===== config.mk =====
export PLATFORM = sky130hd
export DESIGN_NAME = core_interrupt_gateway
export DESIGN_NICKNAME = d
export VERILOG_FILES = /design/src/rtl/core_interrupt_gateway.sv
export SDC_FILE = /design/constraint.sdc
export NUM_CORES = 1
export LEC_CHECK = 0
export ABC_AREA = 1
export ABC_CLOCK_PERIOD_IN_PS = 16300
export CORE_MARGIN = 10
export CORE_UTILIZATION = 23
export CTS_BUF_LIST = sky130_fd_sc_hd__clkbuf_8
export DETAILED_ROUTE_END_ITERATION = 12
export DONT_BUFFER_PORTS = 1
export PLACE_DENSITY = 0.41
export SKIP_CTS_REPAIR_TIMING = 1
export SLEW_MARGIN = 15
export SYNTH_ARGS = -nofsm -noshare
export SYNTH_HDL_FRONTEND = slang
export SYNTH_SLANG_ARGS = --single-unit

===== constraint.sdc =====
create_clock -name CLK -period 16.3 [get_ports CLK]
set_input_delay 3.26 -clock CLK [delete_from_list [all_inputs] [get_ports CLK]]
set_output_delay 3.26 -clock CLK [all_outputs]
set_load 0.02 [all_outputs]

===== src/rtl/core_interrupt_gateway.sv =====
// Prioritised external-interrupt gateway: per-source sync, edge/level gateway, claim/complete over a one-wait-state bus.
// Define CORE_INTERRUPT_GATEWAY_EDGE_COUNT_EN to queue up to 15 extra edges per edge-mode source.
module core_interrupt_gateway #(
  parameter int NUM_SRC     = 8,
  parameter int PRIO_W      = 3,
  parameter int SYNC_STAGES = 2
) (
  input  logic               CLK,
  input  logic               RST,
  input  logic [NUM_SRC-1:0] src_irq,
  input  logic               ren,
  input  logic               wen,
  input  logic [31:0]        addr,
  input  logic [31:0]        wdata,
  input  logic [3:0]         byte_en,
  output logic [31:0]        rdata,
  output logic               busy,
  output logic               ext_int,
  output logic               ext_int_clear
);
  typedef enum logic {S_IDLE, S_ACCESS} state_t;
  state_t r_state, w_state_nxt;

  logic [NUM_SRC-1:0] r_sync [SYNC_STAGES];
  logic [NUM_SRC-1:0] r_s_prev, r_pend, r_en, r_mode, r_isr;
  logic [PRIO_W-1:0]  r_thr;
  logic [PRIO_W-1:0]  r_prio [NUM_SRC];
  logic               r_ext, r_ext_clr;

  logic [NUM_SRC-1:0] w_s, w_rise, w_elig, w_claim_vec, w_cmp_vec, w_pend_nxt;
  logic [5:0]         w_word;
  logic               w_wr, w_rd, w_claim, w_mode_wr;
  logic [4:0]         w_win_id;
  logic [PRIO_W-1:0]  w_best;
  logic               w_unused;

  assign w_unused  = ^{byte_en, addr[31:8], addr[1:0], wdata};
  assign w_word    = addr[7:2];
  assign w_wr      = (r_state == S_ACCESS) & wen;
  assign w_rd      = (r_state == S_ACCESS) & ren & ~wen;
  assign w_claim   = w_rd & (w_word == 6'd4) & (w_win_id != 5'd0);
  assign w_mode_wr = w_wr & (w_word == 6'd2);
  assign w_s       = r_sync[SYNC_STAGES-1];
  assign w_rise    = w_s & ~r_s_prev;
  assign ext_int       = r_ext;
  assign ext_int_clear = r_ext_clr;

  always_ff @(posedge CLK or posedge RST) begin
    if (RST) r_state <= S_IDLE;
    else     r_state <= w_state_nxt;
  end

  always_comb begin
    w_state_nxt = r_state;
    busy        = 1'b0;
    case (r_state)
      S_IDLE: begin
        if (ren || wen) begin
          w_state_nxt = S_ACCESS;
          busy        = 1'b1;
        end
      end
      S_ACCESS: w_state_nxt = S_IDLE;
      default:  w_state_nxt = S_IDLE;
    endcase
  end

  always_comb begin
    for (int i = 0; i < NUM_SRC; i++) begin
      w_claim_vec[i] = w_claim && (w_win_id == 5'(i + 1));
      w_cmp_vec[i]   = w_wr && (w_word == 6'd4) && (wdata[4:0] == 5'(i + 1));
      w_elig[i]      = r_pend[i] & r_en[i] & ~r_isr[i] & (r_prio[i] > r_thr);
    end
  end

  // Strict '>' while scanning upwards keeps the lowest ID on a priority tie.
  always_comb begin
    w_win_id = 5'd0;
    w_best   = '0;
    for (int i = 0; i < NUM_SRC; i++) begin
      if (w_elig[i] && (r_prio[i] > w_best)) begin
        w_best   = r_prio[i];
        w_win_id = 5'(i + 1);
      end
    end
  end

`ifdef CORE_INTERRUPT_GATEWAY_EDGE_COUNT_EN
  logic [3:0] r_cnt     [NUM_SRC];
  logic [3:0] w_cnt_nxt [NUM_SRC];

  always_ff @(posedge CLK or posedge RST) begin
    if (RST) begin
      for (int i = 0; i < NUM_SRC; i++) r_cnt[i] <= 4'd0;
    end else begin
      for (int i = 0; i < NUM_SRC; i++) r_cnt[i] <= w_cnt_nxt[i];
    end
  end
`endif

  always_comb begin
    for (int i = 0; i < NUM_SRC; i++) begin
      w_pend_nxt[i] = r_pend[i];
`ifdef CORE_INTERRUPT_GATEWAY_EDGE_COUNT_EN
      w_cnt_nxt[i] = r_cnt[i];
`endif
      if (!r_mode[i]) begin
        w_pend_nxt[i] = w_s[i] & ~r_isr[i];
      end else begin
        if (w_claim_vec[i]) w_pend_nxt[i] = 1'b0;
        if (w_rise[i])      w_pend_nxt[i] = 1'b1;
`ifdef CORE_INTERRUPT_GATEWAY_EDGE_COUNT_EN
        // A queued edge re-arms pending as soon as the current one is claimed.
        if (w_claim_vec[i] && !w_rise[i] && (r_cnt[i] != 4'd0)) begin
          w_pend_nxt[i] = 1'b1;
          w_cnt_nxt[i]  = r_cnt[i] - 4'd1;
        end else if (w_rise[i] && r_pend[i] && !w_claim_vec[i] && (r_cnt[i] != 4'hF)) begin
          w_cnt_nxt[i] = r_cnt[i] + 4'd1;
        end
`endif
      end
`ifdef CORE_INTERRUPT_GATEWAY_EDGE_COUNT_EN
      if (!r_mode[i] || w_mode_wr) w_cnt_nxt[i] = 4'd0;
`endif
    end
  end

  always_ff @(posedge CLK or posedge RST) begin
    if (RST) begin
      for (int k = 0; k < SYNC_STAGES; k++) r_sync[k] <= '0;
      for (int i = 0; i < NUM_SRC; i++) r_prio[i] <= '0;
      r_s_prev  <= '0;
      r_pend    <= '0;
      r_en      <= '0;
      r_mode    <= '0;
      r_isr     <= '0;
      r_thr     <= '0;
      r_ext     <= 1'b0;
      r_ext_clr <= 1'b0;
    end else begin
      r_sync[0] <= src_irq;
      for (int k = 1; k < SYNC_STAGES; k++) r_sync[k] <= r_sync[k-1];
      r_s_prev  <= w_s;
      r_pend    <= w_pend_nxt;
      r_isr     <= (r_isr | w_claim_vec) & ~w_cmp_vec;
      r_ext     <= |w_elig;
      r_ext_clr <= r_ext & ~(|w_elig);
      if (w_wr) begin
        case (w_word)
          6'd1:    r_en   <= wdata[NUM_SRC-1:0];
          6'd2:    r_mode <= wdata[NUM_SRC-1:0];
          6'd3:    r_thr  <= wdata[PRIO_W-1:0];
          default: ;
        endcase
      end
      for (int i = 0; i < NUM_SRC; i++) begin
        if (w_wr && (w_word == 6'(8 + i))) r_prio[i] <= wdata[PRIO_W-1:0];
      end
    end
  end

  always_comb begin
    rdata = '0;
    if (w_rd) begin
      case (w_word)
        6'd0: rdata[NUM_SRC-1:0] = r_pend;
        6'd1: rdata[NUM_SRC-1:0] = r_en;
        6'd2: rdata[NUM_SRC-1:0] = r_mode;
        6'd3: rdata[PRIO_W-1:0]  = r_thr;
        6'd4: rdata[4:0]         = w_win_id;
        default: begin
          for (int i = 0; i < NUM_SRC; i++) begin
            if (w_word == 6'(8 + i)) rdata[PRIO_W-1:0] = r_prio[i];
          end
        end
      endcase
    end
  end
endmodule


==> flow_metrics.env <==
export IMPL_worst_slew_pin_slew_ns=0.740
export IMPL_p_switching_w=0.000151
export IMPL_hold_viol_final=0
export IMPL_fin_nets=815
export IMPL_comb_power_share=0.171
export IMPL_h_tree_depth=3
export IMPL_dp_cells=1003
export IMPL_cp_common_cell="ha_1"
export IMPL_met2_usage=0.171
export IMPL_grt_max_degree=49
export IMPL_top_level_ports=115
export IMPL_crit_path_start_kind="register"
export IMPL_numCtsBuffers=9
export IMPL_relSlewSlack=0.505
export IMPL_synth_async_reset_ratio=1.00
export IMPL_die_area_um2=30100
export IMPL_seqPwrFrac=0.488
export IMPL_synthToLayoutAreaGrowth_pct=9.77
export IMPL_start_util=0.232
export IMPL_synthDistinctLibCells=45
export IMPL_switching_share=0.303
export IMPL_cts_root_buf="clkbuf_8"
export IMPL_hold_ws_ns=0.353
export IMPL_synth_edf_count=0
export IMPL_internal_power_w=0.000346
export IMPL_grt_use_met1=0.134
export IMPL_cpPeakStageDelay_ns=0.47
export IMPL_holdCritPathClass="reg2reg"
export IMPL_rsz0062_at_grt="false"
export IMPL_dr_first_iter_drc_count=328
export IMPL_die_x_um=173
export IMPL_cts_sinks=86
export IMPL_worst_path_max_fanout=9
export IMPL_worstPathRequired_ns=13.04
export IMPL_grt_use_total=0.105
export IMPL_critPathKind="reg2out"
export IMPL_drc=0
export IMPL_clk_pin_slew_ns=0.09
export IMPL_slowest_stage="a21oi_1"
export IMPL_syn_area_um2=5420
export IMPL_p_leak_nw=2.78
export IMPL_clockBufferDepth=2
export IMPL_synthFlopType="dfrtp_1"
export IMPL_first_pass_iters=4
export IMPL_period_needed_ns=13.86
export IMPL_drt_antenna_violating_nets=0
export IMPL_placementRows=56
export IMPL_die_h_um=173
export IMPL_fin_cells=1019
export IMPL_yosys_area_top_type_share=0.397
export IMPL_wirelength_um=15600
export IMPL_final_util=0.255
export IMPL_use_met3=0.0268
export IMPL_vdd_drop_max_uv=46.7
export IMPL_grt_pass1_wl_um=25000
export IMPL_gp_congestion=0.781
export IMPL_viasPerCell=4.28
export IMPL_cp_end_kind="output pin"
export IMPL_numPortBuffers=0
export IMPL_drv_slew=0
export IMPL_dpl_hpwl_um=12100
export IMPL_n_antenna_cell=0
export IMPL_finalPower_w=0.000497
export IMPL_synth_largest_area_cell="dfrtp_1"
export IMPL_fin_crit_sh=0.851
export IMPL_yosysSeqAreaShare=0.397
export IMPL_grt_overflow_total=0
export IMPL_mostFrequentLayoutCells="141 x nand2_1, 90 x inv_1, 86 x dfrtp_1, 78 x o21ai_0, 61 x nor2_1"
export IMPL_dr_total_vias=4360
export IMPL_cap_violations=0
export IMPL_grt_pass1_vias=4449
export IMPL_final_common_cell="nand2_1"
export IMPL_p_clk_frac=0.341
export IMPL_synthCells=688
export IMPL_antenna_found_initial=0
export IMPL_synth_area_per_cell_um2=7.87
export IMPL_core_area_um2=23300
export IMPL_cp_arrival_ns=10.60
export IMPL_cts_tree="built"
export IMPL_synth_warnings=0
export IMPL_setup_violations=0
export IMPL_synth_area_leaders="dfrtp_1 40%, nand2_1 9.8%, ha_1 9.2%"
export IMPL_busiest_layer="met2"
export IMPL_power_density_nw_per_um2=83.6
export IMPL_fmax_ghz=0.0721
export IMPL_drive_gt1_frac=0.0943
export IMPL_setup_tns_final_ns=0
export IMPL_wl_per_cell_um=15.3
export IMPL_ys_ff_latch=86
export IMPL_clock_latency_ns=0.37
export IMPL_fin_skew_ns=0.0114
export IMPL_status="complete, no violations"
[final cells by class]
type	instances	area, um2
fillers	2627	17400
multi-input cells	500	2790
flip-flops and latches	86	2150
well taps	319	399
inverters	95	359
clock buffers	10	138
clock inverters	6	83.8
repair buffers	3	22.5
[registers in the layout, summed over array words and instances, names as in the netlist]
name and count:
r_thr 3, w_s 8, ext_int_clear 1, r_prio 24
r_en 8, r_pend 8, r_sync 8, r_s_prev 8
ext_int 1, r_mode 8, r_state 1, r_isr 8
[power by group through the flow]
stage                     sequential (W)  clock (W)  combinational (W)
after floorplan                 0.000241          0          0.0000735
after global placement          0.000247          0          0.0000858
after detailed placement        0.000247          0          0.0000860
after CTS                       0.000243   0.000176          0.0000864
after global routing            0.000245   0.000186           0.000100
final                           0.000242   0.000170          0.0000851
[routing by layer]
layer	vias to the layer above	share of wire
li1	2255	-
met1	2014	0.48
met2	78	0.46
met3	13	0.048
met4	0	0.016
met5	-	0
[cell families (layout without fill, tap and decap cells)]
kind of cell               count (synthesis)  in the layout  share of synthesized area
and+or+nand+nor                          294            294                      0.255
AOI/OAI and AO/OA                        142            142                      0.151
buffers and inverters                    125            114                      0.103
DFF                                       86             86                      0.397
adders and majority gates                 40             40                     0.0924
other                                      1             24                   0.000692
[critical path, delay by kind of cell, from the launching register on]
kind / cells / cell delay [ns]
compound gates: 13 / 3.18
fa+ha+maj: 8 / 2.37
buf+inv: 6 / 0.97
flops: 1 / 0.41
simple gates: 27 / 3.28
[worst paths after layout]
kind                       startpoint   endpoint  slack, ns  cells after the start
setup / recovery             r_thr[1]   rdata[0]       2.44                     54
hold / removal             r_sync[12]     w_s[4]       0.35                      0
setup reg to reg             r_thr[1]   r_isr[0]       6.13                     54
hold reg to reg            r_sync[12]     w_s[4]       0.35                      0
max in group asynchronous         RST  r_prio[5]      12.50                      2
min in group asynchronous         RST  r_sync[8]       2.79                      1
[per-stage QoR]
stage | instance area (um2) | setup slack, ns
after floorplan | 5500 | 4.49
after global placement | 5720 | 2.87
after detailed placement | 5720 | 2.80
after CTS | 5950 | 2.31
after global routing | 5950 | 1.24
final | 5950 | 2.44
[cell usage after synthesis, types with 2 or more instances]
cell / count
nand2_2: 11
a221oi_1: 3
o2111ai_1: 2
nand3_1: 32
nand2_4: 6
a21oi_1: 26
o22ai_1: 3
nor2_1: 61
dfrtp_1: 86
o21ai_0: 78
inv_2: 4
nand4_1: 8
clkbuf_1: 6
nand3_2: 7
nor2_4: 2
a22oi_1: 3
ha_1: 40
a211oi_1: 7
o211ai_1: 2
nand2_1: 141
nor3_1: 5
a311oi_1: 2
buf_4: 24
o21ai_1: 5
nor2_2: 7
inv_1: 91
or2_2: 3
nor4_1: 4
nand3b_1: 3
No activity file was read; power rests on OpenSTA's default activity.
